$ cat src/rtl/timer_irq_ctrl_pkg.sv
// Shared definitions for the timer/interrupt block: register word indices,
// TCON bit positions, IRQ FSM state encoding and the default base address.
package pipeline_pkg;

  localparam logic [31:0] DEFAULT_BASE_ADDR = 32'h4000_0000;

  // Word index (Address[3:2]) of each register in the 16-byte window
  localparam logic [1:0] REG_TH_IDX   = 2'd0;
  localparam logic [1:0] REG_TL_IDX   = 2'd1;
  localparam logic [1:0] REG_TCON_IDX = 2'd2;
  localparam logic [1:0] REG_EXC_IDX  = 2'd3;

  // TCON bit positions
  localparam int TCON_EN     = 0;
  localparam int TCON_IE     = 1;
  localparam int TCON_STATUS = 2;

  typedef enum logic [1:0] {
    IRQ_IDLE    = 2'd0,
    IRQ_PEND    = 2'd1,
    IRQ_SERVICE = 2'd2
  } irq_state_t;

endpackage

$ cat src/rtl/timer_irq_ctrl_if.sv
// Data-memory bus slice seen by the timer: MEM-stage address/data/strobes
// from the core and combinational read data back.
interface timer_irq_ctrl_if;
  logic [31:0] Address;
  logic [31:0] WriteData;
  logic        MemRead;
  logic        MemWrite;
  logic [31:0] ReadData;

  modport master (output Address, WriteData, MemRead, MemWrite, input ReadData);
  modport slave  (input Address, WriteData, MemRead, MemWrite, output ReadData);
endinterface

$ cat src/rtl/timer_irq_ctrl_counter.sv
// timer_counter: TH reload register and TL up-counter. o_wrap flags the cycle
// in which an enabled TL sits at all-ones, i.e. the next edge reloads from TH.
module timer_counter (
  input  logic        clk,
  input  logic        rst_n,
  input  logic        i_en,
  input  logic        i_th_we,
  input  logic        i_tl_we,
  input  logic [31:0] i_wdata,
  output logic [31:0] o_th,
  output logic [31:0] o_tl,
  output logic        o_wrap
);

  logic [31:0] r_th;
  logic [31:0] r_tl;
  logic        w_wrap;

  assign w_wrap = i_en && (r_tl == 32'hFFFF_FFFF);

  // TH only changes on a software write
  always_ff @(posedge clk or negedge rst_n) begin
    if (!rst_n) r_th <= '0;
    else if (i_th_we) r_th <= i_wdata;
  end

  // TL: software write beats reload, reload beats increment
  always_ff @(posedge clk or negedge rst_n) begin
    if (!rst_n)       r_tl <= '0;
    else if (i_tl_we) r_tl <= i_wdata;
    else if (w_wrap)  r_tl <= r_th;
    else if (i_en)    r_tl <= r_tl + 32'd1;
  end

  assign o_th   = r_th;
  assign o_tl   = r_tl;
  assign o_wrap = w_wrap;

endmodule

$ cat src/rtl/timer_irq_ctrl.sv
// timer_irq_ctrl: memory-mapped cycle timer with interrupt request FSM.
// Optional feature macro TIMER_EXC_COUNT_EN adds a saturating exception
// counter at +C; without it +C reads 0 and Exception is ignored.
module timer_irq_ctrl
  import pipeline_pkg::*;
#(
  parameter logic [31:0] BASE_ADDR = DEFAULT_BASE_ADDR
) (
  input  logic             clk,
  input  logic             rst_n,
  timer_irq_ctrl_if.slave  bus,
  input  logic             Kernel,
  input  logic             Stall,
  input  logic             Exception,
  output logic             Interrupt
);

  logic        w_sel;
  logic [1:0]  w_idx;
  logic        w_wr;
  logic        w_th_we, w_tl_we, w_tcon_we, w_exc_we;
  logic [31:0] w_th, w_tl, w_exc_cnt, w_rdata;
  logic        w_wrap;
  logic        w_status_rise;
  logic        w_irq_next;
  logic        r_en, r_ie, r_status, r_status_prev;
  logic        r_irq;
  irq_state_t  r_state, w_state_next;
  logic        w_unused;

  assign w_sel     = (bus.Address[31:4] == BASE_ADDR[31:4]);
  assign w_idx     = bus.Address[3:2];
  assign w_wr      = w_sel && bus.MemWrite;
  assign w_th_we   = w_wr && (w_idx == REG_TH_IDX);
  assign w_tl_we   = w_wr && (w_idx == REG_TL_IDX);
  assign w_tcon_we = w_wr && (w_idx == REG_TCON_IDX);
  assign w_exc_we  = w_wr && (w_idx == REG_EXC_IDX);

  timer_counter u_counter (
    .clk     (clk),
    .rst_n   (rst_n),
    .i_en    (r_en),
    .i_th_we (w_th_we),
    .i_tl_we (w_tl_we),
    .i_wdata (bus.WriteData),
    .o_th    (w_th),
    .o_tl    (w_tl),
    .o_wrap  (w_wrap)
  );

  // TCON: hardware STATUS set on an IE-enabled wrap outranks a software clear
  always_ff @(posedge clk or negedge rst_n) begin
    if (!rst_n) begin
      r_en          <= 1'b0;
      r_ie          <= 1'b0;
      r_status      <= 1'b0;
      r_status_prev <= 1'b0;
    end else begin
      if (w_tcon_we) begin
        r_en <= bus.WriteData[TCON_EN];
        r_ie <= bus.WriteData[TCON_IE];
      end
      if (w_wrap && r_ie)  r_status <= 1'b1;
      else if (w_tcon_we)  r_status <= bus.WriteData[TCON_STATUS];
      r_status_prev <= r_status;
    end
  end

  // A request is only queued on a 0->1 edge of STATUS, so reloads while
  // STATUS is still set never stack up a second interrupt
  assign w_status_rise = r_status && !r_status_prev;

  // IRQ FSM state register plus the registered one-cycle Interrupt
  always_ff @(posedge clk or negedge rst_n) begin
    if (!rst_n) begin
      r_state <= IRQ_IDLE;
      r_irq   <= 1'b0;
    end else begin
      r_state <= w_state_next;
      r_irq   <= w_irq_next;
    end
  end

  // IRQ FSM next-state: clearing IE always drops back to IDLE
  always_comb begin
    w_state_next = r_state;
    if (!r_ie) begin
      w_state_next = IRQ_IDLE;
    end else begin
      case (r_state)
        IRQ_IDLE:    if (w_status_rise)     w_state_next = IRQ_PEND;
        IRQ_PEND:    if (!Kernel && !Stall) w_state_next = IRQ_SERVICE;
        IRQ_SERVICE: if (!r_status)         w_state_next = IRQ_IDLE;
        default:                            w_state_next = IRQ_IDLE;
      endcase
    end
  end

  // IRQ FSM output: request exactly on the PEND -> SERVICE transition
  always_comb begin
    w_irq_next = (r_state == IRQ_PEND) && (w_state_next == IRQ_SERVICE);
  end

  assign Interrupt = r_irq;

`ifdef TIMER_EXC_COUNT_EN
  logic [31:0] r_exc_cnt;

  // Exception counter: software write clears, otherwise saturating increment
  always_ff @(posedge clk or negedge rst_n) begin
    if (!rst_n)                                         r_exc_cnt <= '0;
    else if (w_exc_we)                                  r_exc_cnt <= '0;
    else if (Exception && (r_exc_cnt != 32'hFFFF_FFFF)) r_exc_cnt <= r_exc_cnt + 32'd1;
  end

  assign w_exc_cnt = r_exc_cnt;
  assign w_unused  = ^bus.Address[1:0];
`else
  assign w_exc_cnt = '0;
  assign w_unused  = ^{bus.Address[1:0], Exception, w_exc_we};
`endif

  // Same-cycle read mux; unselected or non-read cycles return 0
  always_comb begin
    w_rdata = '0;
    if (w_sel && bus.MemRead) begin
      case (w_idx)
        REG_TH_IDX:   w_rdata = w_th;
        REG_TL_IDX:   w_rdata = w_tl;
        REG_TCON_IDX: w_rdata = {29'd0, r_status, r_ie, r_en};
        default:      w_rdata = w_exc_cnt;
      endcase
    end
  end

  assign bus.ReadData = w_rdata;

endmodule

$ cat src/flat_wrapper.sv
// flat-port wrapper written by rule: the top's interface ports become plain ports
module timer_irq_ctrl_flat import pipeline_pkg::*;
#(
  parameter logic [31:0] BASE_ADDR = DEFAULT_BASE_ADDR
)
  (clk, rst_n, Kernel, Stall, Exception, Interrupt, bus_Address, bus_WriteData, bus_MemRead, bus_MemWrite, bus_ReadData);
  timer_irq_ctrl_if bus_i ();
  input  logic clk;
  input  logic rst_n;
  input  logic Kernel;
  input  logic Stall;
  input  logic Exception;
  output logic Interrupt;
  input wire logic [$bits(bus_i.Address)-1:0] bus_Address;
  input wire logic [$bits(bus_i.WriteData)-1:0] bus_WriteData;
  input wire logic [$bits(bus_i.MemRead)-1:0] bus_MemRead;
  input wire logic [$bits(bus_i.MemWrite)-1:0] bus_MemWrite;
  output wire logic [$bits(bus_i.ReadData)-1:0] bus_ReadData;
  assign bus_i.Address = bus_Address;
  assign bus_i.WriteData = bus_WriteData;
  assign bus_i.MemRead = bus_MemRead;
  assign bus_i.MemWrite = bus_MemWrite;
  assign bus_ReadData = bus_i.ReadData;
  timer_irq_ctrl #(.BASE_ADDR(BASE_ADDR)) u_core (.clk(clk), .rst_n(rst_n), .bus(bus_i), .Kernel(Kernel), .Stall(Stall), .Exception(Exception), .Interrupt(Interrupt));
endmodule
$ cat config.mk
export PLATFORM = sky130hd
export DESIGN_NAME = timer_irq_ctrl_flat
export DESIGN_NICKNAME = d
export VERILOG_FILES = /design/src/rtl/timer_irq_ctrl_pkg.sv /design/src/rtl/timer_irq_ctrl_if.sv /design/src/rtl/timer_irq_ctrl_counter.sv /design/src/rtl/timer_irq_ctrl.sv /design/src/flat_wrapper.sv
export SDC_FILE = /design/constraint.sdc
export NUM_CORES = 1
export LEC_CHECK = 0
export CAP_MARGIN = 0
export CORE_AREA = 2 2 111 113
export CTS_BUF_LIST = sky130_fd_sc_hd__clkbuf_8
export CTS_CLUSTER_DIAMETER = 80
export DETAILED_ROUTE_END_ITERATION = 10
export DIE_AREA = 0 0 113 115
export RECOVER_POWER = 25
export SETUP_SLACK_MARGIN = 0.4
export SKIP_CTS_REPAIR_TIMING = 1
export SYNTH_ARGS = -nofsm -noshare
export SYNTH_HDL_FRONTEND = slang
export SYNTH_SLANG_ARGS = --single-unit
$ cat constraint.sdc
create_clock -name clk -period 5.25 [get_ports clk]
set_input_delay 1.3125 -clock clk [delete_from_list [all_inputs] [get_ports clk]]
set_output_delay 1.3125 -clock clk [all_outputs]
set_load 0.01 [all_outputs]
# ---- Yosys cells after proc, flatten, opt, wreduce, memory -nomap -nowiden
# Index checks and enable logic that the tools add are counted.
dict set report totals {
  out_inout_bits 33
  latch_bits 0
  n_memories 0
  mem_bits_ro 0
  ramBits 0
  inputBits 71
  wordCells 45
  reg_bits 71
}
dict set report op_classes {
  n_reduce_logical 17
  multipliers 0
  eq_ne 7
  n_bitwise 0
  n_addsub 1
  shifts 0
  order_cmp 0
  div_mod_pow 0
  n_mux 12
}
# cell n
set ops {}
lappend ops {{32-bit two-way mux} 4}
lappend ops {{32-bit one-hot mux with 3 select lines} 1}
lappend ops {{32-bit by 1-bit adder with 32-bit output (second input constant)} 1}
lappend ops {{32-bit equality test (second input constant)} 1}
lappend ops {{28-bit by 27-bit equality test with 1-bit output (second input constant)} 1}
lappend ops {{1-bit logical AND} 10}
lappend ops {{2-bit two-way mux} 4}
lappend ops {{2-bit equality test (second input constant)} 3}
lappend ops {{2-bit one-hot mux with 3 select lines} 1}
lappend ops {{2-bit by 1-bit equality test with 1-bit output (second input constant)} 2}
lappend ops {{2-bit zero test} 2}
lappend ops {{1-bit zero test} 3}
lappend ops {{3-bit nonzero test} 1}
lappend ops {{1-bit two-way mux} 2}
lappend ops {{2-bit nonzero test} 1}

# ---- Longest topological paths before layout
dict set report logic_depth {
  ltp_word 7
  depth_mapped 9
  ltp_nobuf 7
}

# ---- Cells and area by module
# Synthesis repeated with hierarchy kept, for this count alone.
dict set report unflattened {
  cells_unflattened 460
  area_unflattened_um2 4423.0
}
# module cells_each seq_area_each_um2 n_inst area_per_inst_um2
set by_module_without_submodules {}
lappend by_module_without_submodules {timer_counter 343 1601.5 1 3503.4}
lappend by_module_without_submodules {timer_irq_ctrl 117 175.2 1 919.6}

# ---- Worst setup path before layout
# No wires, ideal clock.
dict set report synth_timing {
  kind {in2out}
  startpoint {input port bus_Address[27]}
  endpoint {output port bus_ReadData[21]}
  t_required_ns 3.938
  setup_slack_ns 1.167
  stages 7
  arrival_ns 2.771
  n_path_buf 2
  cell_sequence {or4_4 > nor3_2 > nand2_1 > or2_1 > buf_6 > buf_12 > nor2_4}
}
dict set report synth_via {
  elab_chain_len 3
}
# element line_no
set synth_rtl {}
lappend synth_rtl {{start, declared} flat_wrapper.sv:14} ;# input wire logic [$bits(bus_i.Address)-1:0] bus_Address;
lappend synth_rtl {{28-bit by 27-bit equality test with 1-bit output} timer_irq_ctrl.sv:31} ;# assign w_sel = (bus.Address[31:4] == BASE_ADDR[31:4]);
lappend synth_rtl {{1-bit logical AND} timer_irq_ctrl.sv:126} ;# if (w_sel && bus.MemRead) begin
lappend synth_rtl {{32-bit two-way mux} timer_irq_ctrl.sv:126}
lappend synth_rtl {{end, declared} flat_wrapper.sv:18} ;# output wire logic [$bits(bus_i.ReadData)-1:0] bus_ReadData;
# Every way passes these cells.

# ---- Worst setup path in the final report
dict set report layout_timing {
  startpoint {input port bus_Address[27]}
  endpoint {output port bus_ReadData[0]}
}
# The elaborated chain is that of the path after synthesis.

==> impl_metrics.py <==
metrics = {
    "sta": {
        "achievable-frequency_ghz": 0.211,
        "worst_clock_skew_ns": 0.0105,
        "timing.max_slew.rel_slack": -0.748,
        "finalCriticalPeriod_ns": 4.74,
        "totalNegativeSetupSlack_ns": 0,
        "unrepaired_setup_endpoints_after_global_routing": "no",
        "finalHoldViolCount": 0,
        "final-setup-viol-count": 0,
        "hold_ws_ns": 0.491,
        "timing.final.crit_share": 0.904,
        "maxSlewViolCount": 48,
        "max_slew.worst_pin.slew_ns": 2.62,
        "finalWorstSetupSlack_ns": 0.506,
    },
    "synthesis": {
        "synthCells": 479,
        "synth_largest_type_area_fraction": 0.384,
        "yosys_register_bits": 71,
        "synthDistinctLibCells": 55,
        "postSynth.asyncResetShare": 1.00,
        "synth_area_leaders": "dfrtp_1 38%, mux2i_1 8.7%, mux2_1 7.3%, nor2_1 4.1%, nand2_1 3.7%",
        "synth.most_common_cell": "dfrtp_1",
        "synthesis.area_sq_um": 4620,
        "synth-warning-count": 0,
        "edff_count_synth": 0,
        "syn_area_per_cell_sq_um": 9.65,
        "yosysSeqAreaShare": 0.384,
        "synth_top_cells_by_count": "71 x dfrtp_1, 50 x nor2_1, 46 x nand2_1",
        "adder_and_majority_cell_fraction_of_the_synthesized_area": 0.00271,
        "mappedNetlistNets": 551,
        "post_synth_mux_area_share": 0.169,
        "synth_simple_gate_area_frac": 0.256,
        "synth_top_area_cell": "dfrtp_1",
        "dominant_combinational_cell_family_by_area_after_synthesis": "simple AND/OR/NAND/NOR gates",
        "synth_xor_area_frac": 0.0360,
        "synth_top_flop_cell": "dfrtp_1",
        "synth-compound-area-share": 0.107,
    },
    "power_and_ir_drop": {
        "pwrdens_nw_per_um2": 173,
        "worst_ir_drop_on_vdd_uv": 87.5,
        "report.power.total_mw": 1.03,
        "leakage_nw": 2.97,
    },
    "clock_tree": {
        "cts_root_buf": "clkbuf_8",
        "clock_edge_transition_at_the_registers_on_the_reported_setup_and_hold_paths_ns": 0.08,
        "clock_latency_ns": 0.35,
        "tritoncts_clock_tree": "built",
        "clock_sinks": 71,
        "cts_buffer_depth": 2,
        "cts_inserted_buffers": 9,
        "cts_max_level": 3,
    },
    "cells_and_area": {
        "finish.net_count": 641,
        "drive_above_1_share": 0.110,
        "finish.cell_count_without_fillers": 720,
        "antenna-diode-count": 0,
        "fillCellCount": 1118,
        "area_growth_syn_to_layout_pct": 28.4,
    },
    "floorplanning": {
        "die_h_um": 115,
        "io_pins": 104,
        "die_area_sq_um": 13000,
        "initial_core_util": 0.391,
        "placementRows": 40,
        "coreArea_sq_um": 11800,
        "chipWidth_um": 113,
    },
    "critical_path": {
        "timing.critical_path.fanout_max": 4,
        "path_class": "primary input to output pin",
        "cp_data_arrival_time_ns": 3.43,
        "crit_path_start_kind": "primary input",
        "required_worst_endpoint_ns": 3.94,
        "critical-path-top-cell-by-count": "clkdlybuf4s50_1",
        "cp_slowest_stage_delay_ns": 0.59,
        "timing.critical_path.buf_inv": 3,
        "cp_max_delay_cell": "or4_4",
        "crit_path_cell_trace": "clkdlybuf4s50_1 > or4_4 > nor3_4 > nand2_1 > buf_4 > nor2_1 > clkdlybuf4s50_1",
        "timing.critical_path.to_type": "output pin",
        "critical_path.top_delay_family": "buffers and inverters",
    },
    "grt": {
        "number_of_antenna_violations_at_the_first_check_in_global_routing": 0,
        "largest_net_degree_at_the_start_of_global_routing": 53,
        "global_route_wire_length_before_repair_um": 20200,
        "grt_use_total": 0.194,
        "first_global_vias": 3966,
        "grt_remaining_overflow": 0,
    },
    "detailed_routing": {
        "drt_pre_antenna_iters": 8,
        "vias": 3989,
        "route.detailed.vias_per_inst": 5.54,
        "wl_per_cell_um": 17.2,
        "post-route-drc-count": 10,
        "wirelength_routed_um": 12400,
        "ant_nets": 0,
        "detail_route.iter0.violations": 222,
    },
    "run_status": {
        "result_of_the_run": "finished with violations",
        "violated_checks": "design-rule violations, max-capacitance violations, max-slew violations",
    },
    "placed_design": {
        "pre_cts_slack_ns": 0.0888,
        "globalplace.congestion": 0.786,
        "dp_cells": 704,
        "portBuffers": 100,
        "post-dp-hpwl_um": 8240,
    },
    "job": {
        "timing.max_cap.violations": 1,
    },
    "hold_path": {
        "worst_hold_path_type": "flip-flop to flip-flop",
    },
}
==> worst register-to-register path, cell delays in order, from the launching register on <==
cell     delay, ns
dfrtp_1       0.43
ha_1          0.27
nand4_1       0.25
nor3_2        0.72
nand4_2       0.61
nor3b_1       0.37
nor4_1        0.08
a21o_1        0.17
==> cell usage in the layout (no fill, tap or decap), types with 8 or more instances in the layout <==
cell,instances
a21oi_1,24
mux2_1,30
a31oi_1,11
xnor2_1,15
nand2_1,46
mux2i_1,40
clkbuf_8,10
o21ai_0,18
buf_4,9
nor2_4,10
nand3_1,11
nor2_1,50
nand4_1,13
clkdlybuf4s50_1,68
dfrtp_1,71
nand2b_1,8
dlymetal6s2s_1,25
==> flip-flops by register name, indices dropped and copies added (netlist names) <==
name	count
u_core.u_counter.o_tl	32
u_core.r_ie	1
u_core.r_en	1
u_core.r_state	2
u_core.Interrupt	1
u_core.u_counter.o_th	32
u_core.r_status	1
u_core.r_status_prev	1
==> worst paths after layout <==
| check | start | end | slack [ns] | depth (start not counted) |
|---|---|---|---|---|
| max in group asynchronous | rst_n | u_core.u_counter.o_th[5]$_DFFE_PN0P_ | 1.98 | 2 |
| hold reg to reg | u_core.r_status$_DFFE_PN0P_ | u_core.r_status_prev$_DFF_PN0_ | 0.49 | 0 |
| hold / removal | u_core.r_status$_DFFE_PN0P_ | u_core.r_status_prev$_DFF_PN0_ | 0.49 | 0 |
| setup reg to reg | u_core.u_counter.o_tl[0]$_DFFE_PN0P_ | u_core.u_counter.o_tl[1]$_DFFE_PN0P_ | 2.24 | 7 |
| min in group asynchronous | rst_n | u_core.u_counter.o_tl[28]$_DFFE_PN0P_ | 1.79 | 1 |
| setup / recovery | bus_Address[27] | bus_ReadData[0] | 0.51 | 7 |
==> metrics by stage <==
stage               instance area, sq um   util
finish                              5930  0.502
global route                        5930  0.502
CTS                                 5860  0.496
detailed placement                  5690  0.482
global placement                    5690  0.482
floorplan                           4620      -
==> cell families (layout without fill, tap and decap cells) <==
logic type      after synthesis  in the layout
compound gates               82             82
buf+inv                      34            128
simple gates                198            198
flops                        71             71
xor+xnor                     19             19
mux                          74             74
fa+ha+maj                     1              1
==> area by class of cell <==
class / count / area, sq um / share of cell area
Clock buffer: 10 / 138 / 0.0232
Clock inverter: 5 / 26.3 / 0.00443
Inverter: 2 / 7.51 / 0.00127
Multi-Input combinational cell: 374 / 2660 / 0.448
Sequential cell: 71 / 1780 / 0.299
Tap cell: 147 / 184 / 0.0310
Timing Repair Buffer: 111 / 1140 / 0.193
==> layer usage <==
| layer | wire length [um] | up-vias | GRT usage | share of wire |
|---|---|---|---|---|
| met2 | 5640 | 121 | 0.304 | 0.46 |
| met1 | 5850 | 1933 | 0.273 | 0.47 |
| met4 | 122 | 0 | 0.0537 | 0.0098 |
| li1 | - | 1923 | - | - |
| met3 | 779 | 12 | 0.0411 | 0.063 |
| met5 | 0 | - | 0 | 0 |
==> where the power goes <==
group          total [mW]  internal, mW  leakage [nW]  switching, mW
clock network       0.390         0.178        0.0891          0.212
registers           0.546         0.546         0.877      0.0000301
logic              0.0913        0.0543          2.01         0.0370
total                1.03         0.778          2.97          0.249
No activity file was read; power rests on OpenSTA's default activity.
